$ cat src/rtl/fifo_rdport.sv
// rtl/fifo_rdport.sv - FIFO read-domain port: Gray read pointer, empty flag, registered output word; optional rd_aempty under RD_AEMPTY_EN
module fifo_rdport #(
   parameter int DATASIZE      = 8,
   parameter int ADDRSIZE      = 4,
   parameter int AEMPTY_THRESH = 2
) (
   input  logic                rclk,
   input  logic                rrst,
   input  logic [ADDRSIZE:0]   rq2_wptr,
   input  logic [DATASIZE-1:0] rdata_mem,
   output logic [ADDRSIZE-1:0] raddr,
   output logic [ADDRSIZE:0]   rptr,
   output logic                rempty,
   output logic [DATASIZE-1:0] dout,
   output logic                dout_valid,
   input  logic                dout_ready
`ifdef RD_AEMPTY_EN
   ,
   output logic                rd_aempty
`endif
);

   // A threshold outside 0..depth can never be a meaningful level comparison.
   if (AEMPTY_THRESH < 0 || AEMPTY_THRESH > (1 << ADDRSIZE)) begin : g_thresh_check
      $error("fifo_rdport: AEMPTY_THRESH out of range");
   end

   logic [ADDRSIZE:0] rbin;
   logic [ADDRSIZE:0] rbinnext;
   logic [ADDRSIZE:0] rgraynext;
   logic              fetch;

   assign raddr = rbin[ADDRSIZE-1:0];

   // Fetch when a word is available and the output register is free or being drained this cycle.
   always_comb begin
      fetch     = !rempty && (!dout_valid || dout_ready);
      rbinnext  = rbin + {{ADDRSIZE{1'b0}}, fetch};
      rgraynext = (rbinnext >> 1) ^ rbinnext;
   end

   // Read pointer and empty flag; compare in Gray so the wrap from all-ones to zero is glitch-free.
   always_ff @(posedge rclk or posedge rrst) begin
      if (rrst) begin
         rbin   <= '0;
         rptr   <= '0;
         rempty <= 1'b1;
      end else begin
         rbin   <= rbinnext;
         rptr   <= rgraynext;
         rempty <= (rgraynext == rq2_wptr);
      end
   end

   // Output register: load on fetch, clear valid when consumed without a refill, otherwise hold.
   always_ff @(posedge rclk or posedge rrst) begin
      if (rrst) begin
         dout       <= '0;
         dout_valid <= 1'b0;
      end else if (fetch) begin
         dout       <= rdata_mem;
         dout_valid <= 1'b1;
      end else if (dout_valid && dout_ready) begin
         dout_valid <= 1'b0;
      end
   end

`ifdef RD_AEMPTY_EN
   localparam logic [31:0] THRESH = 32'(AEMPTY_THRESH);

   logic [ADDRSIZE:0] wbin;
   logic [ADDRSIZE:0] level;

   // Gray-to-binary of the synchronized write pointer, then words left after this cycle's fetch.
   always_comb begin
      wbin = '0;
      for (int i = 0; i <= ADDRSIZE; i++) begin
         wbin[i] = ^(rq2_wptr >> i);
      end
      level = wbin - rbinnext;
   end

   // Almost-empty registered alongside rempty so both flags move on the same edge.
   always_ff @(posedge rclk or posedge rrst) begin
      if (rrst) begin
         rd_aempty <= 1'b1;
      end else begin
         rd_aempty <= ({{(31-ADDRSIZE){1'b0}}, level} <= THRESH);
      end
   end
`endif

endmodule

$ cat config.mk
export PLATFORM = sky130hd
export DESIGN_NAME = fifo_rdport
export DESIGN_NICKNAME = d
export VERILOG_FILES = /design/src/rtl/fifo_rdport.sv
export SDC_FILE = /design/constraint.sdc
export NUM_CORES = 1
export LEC_CHECK = 0
export ABC_AREA = 1
export ABC_CLOCK_PERIOD_IN_PS = 2000
export BUFFER_PORTS_ARGS = -buffer_cell sky130_fd_sc_hd__buf_2
export CORE_MARGIN = 2
export CORE_UTILIZATION = 32
export CTS_BUF_LIST = sky130_fd_sc_hd__clkbuf_4 sky130_fd_sc_hd__clkbuf_8 sky130_fd_sc_hd__clkbuf_16
export DETAILED_ROUTE_END_ITERATION = 12
export MAX_ROUTING_LAYER = met4
export REMOVE_ABC_BUFFERS = 1
export SETUP_SLACK_MARGIN = 0.1
export SLEW_MARGIN = 20
export SYNTH_ARGS = -nofsm -noshare
export SYNTH_HDL_FRONTEND = slang
export SYNTH_SLANG_ARGS = --single-unit
$ cat constraint.sdc
create_clock -name rclk -period 2 [get_ports rclk]
set_input_delay 0.6 -clock rclk [delete_from_list [all_inputs] [get_ports rclk]]
set_output_delay 0.6 -clock rclk [all_outputs]
set_load 0.005 [all_outputs]
* Word-level counts from Yosys, hierarchy flattened *
Cells that the tools add are included.

storage, ports and cells
  output and inout bits = 19
  flip-flop bits (word level) = 20
  input bits = 16
  word-level logic and storage cells = 16

cells by class
  reduce and logical (&&, ||, !) cells = 6
  $add $sub $neg = 1
  bitwise logic cells = 1
  multiplexer cells = 2
  eq/ne operators = 1

operators by type and width
  cell                                    number
  5-bit by 1-bit adder with 5-bit output  1
  5-bit == test                           1
  4-bit by 5-bit XOR with 5-bit output    1
  1-bit logical AND                       2
  1-bit zero test                         2
  1-bit 2-to-1 mux                        2
  2-bit nonzero test                      1
  1-bit logical OR                        1

* Longest topological paths before layout *
Gate-level depths: netlist (run 1).

  depth after elaboration = 6
  gate-level depth with buffers = 13
  gate-level depth less buffers = 13

* Worst setup path before layout (run 1) *
OpenSTA, ideal clock, no wires.

  kind = input port to flip-flop
  start point = in dout_ready
  end point = reg rempty
  stages on the path = 13
  setup time = 0.067 ns
  slack = -0.086 ns
  arrival time = 2.019 ns
  data required time = 1.933 ns
  buffers on the path = 0
  cell sequence = inv_1 a21oi_2 ha_1 ha_1 inv_1 nand2_1 nand2_1 nand2_1 nand2_1 nand3_1 nor2_1 nand2_1 nor2_1

between the ends
  word-level cells in the longest chain between the ends = 5

ends and longest elaborated chain
  element                                 RTL line  source
  start, declared                         16        input logic dout_ready
  1-bit logical OR                        37        fetch = !rempty && (!dout_valid || dout_ready);
  1-bit logical AND                       37
  net fetch                               31        logic fetch;
  5-bit by 1-bit adder with 5-bit output  38        rbinnext = rbin + {{ADDRSIZE{1'b0}}, fetch};
  net rbinnext[1]                         29        logic [ADDRSIZE:0] rbinnext;
  4-bit by 5-bit XOR with 5-bit output    39        rgraynext = (rbinnext >> 1) ^ rbinnext;
  net rgraynext[0]                        30        logic [ADDRSIZE:0] rgraynext;
  5-bit == test                           51        rempty <= (rgraynext == rq2_wptr);
  end signal, assigned                    51
  end, declared                           13        output logic rempty,

The timed path passes the listed nets, and every way through them passes these cells.
A chain may end at the register's enable or synchronous reset.

* Worst setup path in the final report (run 1) *
  start point = reg rempty
  end point = reg rempty

between the ends
  word-level cells in the longest chain between the ends = 5

ends and longest elaborated chain
  element                                 RTL line
  1-bit zero test                         37
  1-bit logical AND                       37
  net fetch                               31
  5-bit by 1-bit adder with 5-bit output  38
  net rbinnext[1]                         29
  4-bit by 5-bit XOR with 5-bit output    39
  net rgraynext[0]                        30
  5-bit == test                           51

The timed path passes the listed nets, and every way through them passes these cells.

==> impl_metrics.py, run 1 <==
metrics = {
    "die": {
        "core-area_um2": 2710,
        "die_y_um": 56.8,
        "die_w_um": 56.8,
        "io_pins": 35,
        "row_count": 19,
        "start_util_pct": 32.9,
        "die-area_um2": 3220,
    },
    "logic_synthesis": {
        "yosys.cell_types.count": 15,
        "syn_area_per_cell_um2": 8.25,
        "ys_ff_latch": 19,
        "yosys.area_share.simple_pct": 35.4,
        "synthXorXnorAreaFrac_pct": 0.983,
        "yosysSeqAreaShare_pct": 53.5,
        "synth_mux_area_share_pct": 0,
        "synth_compound_area_share_pct": 0.983,
        "synth_top_family_by_area": "simple AND/OR/NAND/NOR gates",
        "ys_warn_count": 0,
        "synth_area_um2": 891,
        "synthCells": 108,
        "synth_adder_area_share_pct": 2.81,
    },
    "critical_path": {
        "cp_slowest_cell": "dfstp_2",
        "crit_fanout": 4,
        "worst_path_most_repeated_cell": "nand2_1",
        "startpoint_type": "register",
        "r2r_setup_slack_ps": 230,
        "arrival_ps": 2010,
        "path_cells": "a21oi_4 > ha_4 > ha_4 > inv_4 > nand2_2 > nand2_2 > nand2_1 > nand2_1 > nand3_1 > nor2_1 > nand2_1 > nor2_1",
        "critical_path_class": "reg2reg",
        "end_kind": "register",
        "max_stage_delay_ps": 580,
        "cp.required_ps": 2240,
    },
    "grt": {
        "antenna_found_initial": 0,
        "grt_pass1_vias": 784,
        "grt_pass1_wl_um": 3310,
        "grt_usage_pct": 13.2,
        "grt_overflow": 0,
        "grt_max_degree": 20,
    },
    "pwr": {
        "power_leakage_nw": 0.684,
        "powerDensity_nw_per_um2": 1530,
        "vdd_ir_drop_max_mv": 0.883,
    },
    "routing": {
        "dr.pass1.iters": 4,
        "wirelength_um": 2020,
        "num_vias": 857,
        "antenna_left": 0,
        "wl_per_cell_um": 11.0,
        "drc": 0,
        "post_drt_via_cell_ratio": 4.68,
        "drt_iter0_drc": 37,
    },
    "cells_and_area": {
        "n_antenna_cell": 0,
        "nets": 171,
        "syn_to_final_growth_pct": 37.9,
        "fin_area_um2": 1230,
        "drive_gt1_share_pct": 42.8,
    },
    "min_path": {
        "hold_class": "in2async",
    },
    "placed_design": {
        "dpl_cell_area_um2": 1120,
        "dp_hpwl_um": 1550,
        "portBuffers": 34,
        "place_congestion": 0.836,
    },
    "clocking": {
        "clk_pin_slew_ps": 110,
        "clk_path_buf_depth": 2,
        "clk_latency_ps": 300,
        "cts_made_buffers": 3,
        "hold_buffers": 0,
        "cts.sinks": 19,
        "cts.htree.levels": 1,
        "root_buffer": "clkbuf_4",
        "cts_tree": "yes",
    },
    "timing": {
        "drv_slew": 0,
        "worst_slew_pin_slew_ps": 352,
        "fin_worst_skew_ps": 1.92,
        "fin_crit_sh_pct": 88.4,
        "period_needed_ps": 1770,
        "finalHoldViolCount": 0,
        "setup_viol": 0,
        "maxSlewHeadroom_pct": 76.5,
        "fmax_ghz": 0.565,
        "setup_tns_ps": 0,
        "rsz0062_at_grt": "no",
    },
    "outcome": {
        "status": "finished clean",
    },
    "flow_run": {
        "maxCapViolCount": 0,
    },
}
area by class of cell:
type,count,area (µm²)
Clock buffer,3,22.5
Clock inverter,1,7.51
Fill cell,290,1480
Inverter,12,47.5
Multi-Input combinational cell,76,413
Sequential cell,19,477
Tap cell,31,38.8
Timing Repair Buffer,41,223
through the flow:
step	utilization [%]	power (mW)	setup slack (ps)	std cells	hold slack, ps
2_1_floorplan	-	1.14	-85.9	107	450
5_1_grt	45.3	2.06	92.0	183	309
3_5_place_dp	41.3	1.48	-152	176	459
3_3_place_gp	41.3	1.44	-111	176	451
4_1_cts	42.8	1.71	163	180	298
6_report	45.3	1.88	231	183	297
report_power, final:
group | switching (mW) | leakage (nW) | internal [mW]
sequential | 0.131 | 0.224 | 0.538
clock | 0.124 | 0.0139 | 0.0761
combinational | 0.529 | 0.447 | 0.486
layout by cell type (no fill, tap or decap), drive strengths merged:
cell	synthesis	routed
dfstp	1	1
nand3	6	6
buf	1	41
nand3b	2	2
inv	12	12
a21oi	1	1
dfrtp	18	18
ha	2	2
clkbuf	0	3
xor2	1	1
nand2	58	58
clkinvlp	0	1
nand4	4	4
nor2	2	2
flip-flops by register name, summed over array words and instances, names as in the netlist:
| name | count |
|---|---|
| rptr | 4 |
| dout_valid | 1 |
| rbin | 5 |
| dout | 8 |
| rempty | 1 |
Yosys cell counts:
library cell  number  area share [%]
a21oi_2            1            0.98
buf_6              1             1.3
dfrtp_1           18              51
dfstp_2            1             2.9
ha_1               2             2.8
inv_1             11             4.6
inv_2              1            0.42
nand2_1           54              23
nand2_2            4             2.8
nand3_1            4             2.2
nand3_2            2             2.2
nand3b_1           2             1.7
nand4_1            4             2.8
nor2_1             2            0.84
xor2_1             1            0.98
kinds of logic after synthesis:
| kind of cell | after synthesis |
|---|---|
| buf+inv | 13 |
| simple gates | 72 |
| compound gates | 1 |
| fa+ha+maj | 2 |
| xor+xnor | 1 |
| flops | 19 |
repair_timing:
item | CTS | global route
pin swaps | 0 | 10
endpoints found under the setup margin | 1 | 1
buffers inserted | 0 | 3
resized for setup | 1 | 13
routing by layer:
metal,track usage [%],vias up,share of wire [%]
met4,4.65,0,2.3
met3,3.46,8,6.6
met2,21.3,34,48
li1,-,422,-
met1,16.0,393,43
met5,-,-,0
path summary, 6_finish.rpt:
check	to	start	depth (start not counted)
setup / recovery	rempty	rempty	12
hold / removal	dout[3]	rrst	3
setup reg to reg	rempty	rempty	12
hold reg to reg	dout[5]	dout[5]	2
max in group asynchronous	rempty	rrst	3
min in group rclk	dout[5]	dout[5]	2
worst max-delay path, delay by kind of cell (launching register included):
family	cells	cell delay [ps]
AND/OR/NAND/NOR	8	580
buffers and inverters	1	60
flip-flops	1	580
adder cells (fa/ha/maj)	2	440
AO/OA/AOI/OAI	1	50
(Power assumes the default switching activity.)
==> run 2, diff against run 1 <==
--- a/config.mk
+++ b/config.mk
@@ -6,7 +6,7 @@
 export NUM_CORES = 1
 export LEC_CHECK = 0
 export ABC_AREA = 1
-export ABC_CLOCK_PERIOD_IN_PS = 2000
+export ABC_CLOCK_PERIOD_IN_PS = 2300
 export BUFFER_PORTS_ARGS = -buffer_cell sky130_fd_sc_hd__buf_2
 export CORE_MARGIN = 2
 export CORE_UTILIZATION = 32
==> constraint.sdc (replaced) <==
create_clock -name rclk -period 2.3 [get_ports rclk]
set_input_delay 0.69 -clock rclk [delete_from_list [all_inputs] [get_ports rclk]]
set_output_delay 0.69 -clock rclk [all_outputs]
set_load 0.005 [all_outputs]
==> impl_metrics.py, run 2 (synthesis gave the netlist of run 1 again) <==
metrics = {
    "clocking": {
        "clk_path_buf_depth": 2,
        "hold_buffers": 0,
        "cts.htree.levels": 1,
        "clk_pin_slew_ps": 110,
        "root_buffer": "clkbuf_4",
        "post_cts_buffers": 0,
        "cts.sinks": 19,
        "cts_resized": 0,
        "clk_latency_ps": 290,
        "cts_tree": "yes",
        "cts_made_buffers": 3,
    },
    "die": {
        "die_w_um": 56.8,
        "start_util_pct": 32.9,
        "io_pins": 35,
        "core-area_um2": 2710,
        "die_y_um": 56.8,
        "die-area_um2": 3220,
        "row_count": 19,
    },
    "pwr": {
        "power_leakage_nw": 0.666,
        "powerDensity_nw_per_um2": 1250,
        "seqPwrFrac_pct": 40.3,
        "switching_share_pct": 41.4,
        "totalPowerFinal_mw": 1.42,
        "p_sw_mw": 0.586,
        "vdd_ir_drop_max_mv": 0.537,
        "pwr-share-comb_pct": 47.9,
        "p_clk_share_pct": 11.8,
        "p_int_mw": 0.832,
    },
    "cells_and_area": {
        "multiInputGateArea_um2": 358,
        "nets": 167,
        "fin_area_um2": 1140,
        "reg.largest.list": "dout: 8 flops, rbin: 5 flops, rptr: 4 flops",
        "syn_to_final_growth_pct": 27.8,
        "n_fill_cell": 299,
        "mostFrequentLayoutCells": "54 x nand2_1, 34 x buf_2, 18 x dfrtp_1",
        "layout_commonest_cell": "nand2_1",
        "regMostFlops": "dout",
        "fin_util_pct": 42.0,
        "drive_gt1_share_pct": 33.8,
        "n_antenna_cell": 0,
        "register_area_um2": 477,
        "instances_no_fill": 179,
        "largest_reg_flops": 8,
    },
    "routing": {
        "antenna_left": 0,
        "drt_iter0_drc": 24,
        "wl_per_cell_um": 10.2,
        "post_drt_via_cell_ratio": 4.54,
        "dr.pass1.iters": 4,
        "drc": 0,
        "num_vias": 812,
        "wirelength_um": 1830,
    },
    "critical_path": {
        "cp.required_ps": 2540,
        "arrival_ps": 2120,
        "critical_path_class": "in2reg",
        "r2r_end": "rempty",
        "r2r_setup_slack_ps": 440,
        "cp-startpoint": "dout_ready",
        "r2r_cells": 12,
        "crit_fanout": 4,
        "end_kind": "register",
        "startpoint_type": "input port",
        "r2r_start": "rempty",
    },
    "timing": {
        "setup_tns_ps": 0,
        "fin_worst_skew_ps": 2.40,
        "fin_crit_sh_pct": 82.0,
        "period_needed_ps": 1890,
        "finalHoldViolCount": 0,
        "worst_slew_pin_slew_ps": 721,
        "setup_slack_ps": 414,
        "maxSlewHeadroom_pct": 51.9,
        "drv_slew": 0,
        "setup_viol": 0,
        "rsz0062_at_grt": "no",
        "fmax_ghz": 0.530,
        "whs_ps": 477,
    },
    "min_path": {
        "min_from": "rempty",
        "hold_class": "reg2reg",
        "min_to": "dout_valid",
        "min_path_cells": 1,
    },
    "placed_design": {
        "dp_hpwl_um": 1460,
        "placed_cells": 175,
        "place_congestion": 0.840,
        "dpl_cell_area_um2": 1110,
        "portBuffers": 34,
        "place_ws_ps": 89.6,
    },
    "flow_run": {
        "maxCapViolCount": 0,
    },
    "outcome": {
        "status": "finished clean",
    },
    "grt": {
        "grt_overflow": 0,
        "antenna_found_initial": 0,
        "grt_pass1_wl_um": 2990,
        "grt_max_degree": 20,
        "grt_pass1_vias": 747,
        "grt_usage_pct": 12.1,
    },
}
==> run 2: metal layers <==
layer | vias to the layer above | wire, µm | GRT usage, %
li1 | 414 | - | -
met1 | 368 | 822 | 14.4
met2 | 28 | 850 | 20.1
met3 | 2 | 136 | 3.00
met4 | 0 | 17 | 3.99
met5 | - | 0 | -
==> run 2: worst max-delay path, cell delays in order <==
cell	delay (ps)
buf_2	100
inv_1	70
a21oi_2	60
ha_1	200
ha_1	330
inv_1	80
nand2_1	60
nand2_1	90
nand2_1	50
nand2_1	50
nand3_1	80
nor2_1	90
nand2_1	70
nor2_1	100
==> run 2: power groups by stage <==
stage | Combinational [mW] | Sequential (mW) | Clock, mW
4_1_cts | 0.694 | 0.571 | 0.177
3_3_place_gp | 0.680 | 0.575 | 0
6_report | 0.680 | 0.571 | 0.167
2_1_floorplan | 0.408 | 0.583 | 0
3_5_place_dp | 0.691 | 0.579 | 0
5_1_grt | 0.776 | 0.589 | 0.191
==> run 2: how the worst max path moves through the flow <==
stage | to | slack, ps | depth (start not counted)
3_5_place_dp | rempty | 90 | 14
3_3_place_gp | rempty | 90 | 14
6_report | rempty | 410 | 14
2_1_floorplan | rempty | 120 | 13
4_1_cts | rempty | 400 | 14
5_1_grt | rempty | 240 | 14
==> run 2: layout make-up <==
type,instances,share of cell area [%]
multi-input cells,76,31.4
well taps,31,3.41
repair buffers,37,16.9
clock buffers,3,1.98
inverters,12,3.96
clock inverters,1,0.440
flip-flops and latches,19,41.9
==> run 3, diff against run 2 <==
--- a/config.mk
+++ b/config.mk
@@ -6,7 +6,7 @@
 export NUM_CORES = 1
 export LEC_CHECK = 0
 export ABC_AREA = 1
-export ABC_CLOCK_PERIOD_IN_PS = 2300
+export ABC_CLOCK_PERIOD_IN_PS = 1850
 export BUFFER_PORTS_ARGS = -buffer_cell sky130_fd_sc_hd__buf_2
 export CORE_MARGIN = 2
 export CORE_UTILIZATION = 32
==> constraint.sdc (replaced) <==
create_clock -name rclk -period 1.85 [get_ports rclk]
set_input_delay 0.555 -clock rclk [delete_from_list [all_inputs] [get_ports rclk]]
set_output_delay 0.555 -clock rclk [all_outputs]
set_load 0.005 [all_outputs]
==> impl_metrics.py, run 3 (synthesis gave the netlist of run 1 again) <==
metrics = {
    "outcome": {
        "status": "finished clean",
    },
    "pwr": {
        "vdd_ir_drop_max_mv": 0.910,
        "powerDensity_nw_per_um2": 1670,
        "p_int_mw": 1.20,
        "p_clk_share_pct": 10.8,
        "seqPwrFrac_pct": 34.7,
        "totalPowerFinal_mw": 2.06,
        "pwr-share-comb_pct": 54.5,
        "power_leakage_nw": 0.690,
        "p_sw_mw": 0.865,
        "switching_share_pct": 41.9,
    },
    "grt": {
        "grt_pass1_vias": 764,
        "grt_overflow": 0,
        "grt_usage_pct": 12.9,
        "grt_pass1_wl_um": 3190,
        "antenna_found_initial": 0,
        "grt_max_degree": 20,
    },
    "die": {
        "core-area_um2": 2710,
        "die_w_um": 56.8,
        "row_count": 19,
        "io_pins": 35,
        "start_util_pct": 32.9,
        "die-area_um2": 3220,
        "die_y_um": 56.8,
    },
    "clocking": {
        "cts.htree.levels": 1,
        "cts.sinks": 19,
        "cts_tree": "yes",
        "cts_made_buffers": 3,
        "clk_path_buf_depth": 2,
        "clk_pin_slew_ps": 100,
        "root_buffer": "clkbuf_4",
        "clk_latency_ps": 290,
    },
    "cells_and_area": {
        "nets": 170,
        "drive_gt1_share_pct": 47.0,
        "layout_commonest_cell": "nand2_1",
        "fin_area_um2": 1240,
        "mostFrequentLayoutCells": "45 x nand2_1, 34 x buf_2, 18 x dfrtp_1",
        "reg.largest.list": "dout: 8 flops, rbin: 5 flops, rptr: 4 flops",
        "syn_to_final_growth_pct": 38.8,
        "regMostFlops": "dout",
        "n_fill_cell": 283,
        "largest_reg_flops": 8,
        "fin_util_pct": 45.6,
        "n_antenna_cell": 0,
    },
    "timing": {
        "setup_viol": 0,
        "fmax_ghz": 0.568,
        "fin_crit_sh_pct": 95.2,
        "finalHoldViolCount": 0,
        "rsz0062_at_grt": "yes",
        "drv_slew": 0,
        "maxSlewHeadroom_pct": 76.4,
        "worst_slew_pin_slew_ps": 354,
        "fin_worst_skew_ps": 4.89,
        "period_needed_ps": 1760,
    },
    "placed_design": {
        "dp_hpwl_um": 1480,
        "portBuffers": 34,
        "place_congestion": 0.844,
        "dpl_cell_area_um2": 1120,
    },
    "critical_path": {
        "startpoint_type": "register",
        "r2r_cells": 11,
        "path_cells": "a21oi_2 > ha_2 > ha_4 > inv_4 > nand3_4 > nand2_2 > nand2_2 > nand3_2 > nor2_2 > nand2_1 > nor2_2",
        "critical_path_class": "reg2reg",
        "r2r_start": "rempty",
        "end_kind": "register",
        "cp_slowest_cell": "dfstp_2",
        "crit_fanout": 4,
        "max_stage_delay_ps": 550,
        "r2r_setup_slack_ps": 90,
        "arrival_ps": 2000,
        "r2r_end": "rempty",
        "cp.required_ps": 2090,
    },
    "routing": {
        "dr.pass1.iters": 4,
        "wl_per_cell_um": 10.6,
        "wirelength_um": 1940,
        "num_vias": 831,
        "post_drt_via_cell_ratio": 4.57,
        "drc": 0,
        "antenna_left": 0,
        "drt_iter0_drc": 17,
    },
    "flow_run": {
        "maxCapViolCount": 0,
    },
    "min_path": {
        "hold_class": "in2async",
    },
}
[run 3: changes by cell type in the layout (fill, tap and decap cells not counted), sizes merged]
cell,before,now
clkbuf,3,4
clkinv,1,0
buf,37,40
[run 3: layout make-up]
cell class	count	area (µm²)	share of cell area, %
Inverter	12	47.5	3.85
Tap cell	31	38.8	3.14
Clock buffer	4	30.0	2.43
Sequential cell	19	477	38.6
Multi-Input combinational cell	76	428	34.6
Timing Repair Buffer	40	215	17.4
[run 3: what timing repair did]
item	4_1_cts	5_1_grt
setup endpoints to repair	1	1
hold buffers	0	0
pin swaps	0	13
resized for setup	2	19
setup buffers	1	1
[run 3: critical path, delay by kind of cell (launching register included)]
family	cells	cell delay, ps
flops	1	550
buf+inv	1	50
compound gates	1	40
fa+ha+maj	2	510
simple gates	7	540
[run 3: worst max path at each step]
| stage | end | startpoint | slack, ps |
|---|---|---|---|
| 2_1_floorplan | rempty | dout_ready | -190 |
| 3_3_place_gp | rempty | dout_ready | -220 |
| 3_5_place_dp | rempty | dout_ready | -200 |
| 4_1_cts | rempty | dout_valid | 110 |
| 5_1_grt | rempty | rempty | -50 |
| 6_report | rempty | rempty | 90 |
[run 3: layer usage]
layer	track usage [%]	part of all wire (%)
met1	15.5	43
met2	20.9	50
met3	3.23	6.6
met4	4.98	0.62
met5	-	0
[run 3: per-stage QoR]
| stage | setup WS (ps) | instances | TNS, ps | hold WS, ps |
|---|---|---|---|---|
| after global routing | -47.3 | 182 | -47.3 | 269 |
| after floorplan | -191 | 107 | -231 | 450 |
| final | 89.7 | 182 | 0 | 256 |
| after detailed placement | -200 | 176 | -200 | 457 |
| after global placement | -222 | 176 | -222 | 451 |
| after CTS | 110 | 181 | 0 | 259 |
[run 3: power groups by stage]
stage | Clock, mW | Sequential [mW] | Combinational (mW)
2_1_floorplan | 0 | 0.725 | 0.507
3_3_place_gp | 0 | 0.716 | 0.848
3_5_place_dp | 0 | 0.722 | 0.864
4_1_cts | 0.232 | 0.717 | 0.909
5_1_grt | 0.255 | 0.741 | 1.26
6_report | 0.222 | 0.716 | 1.12
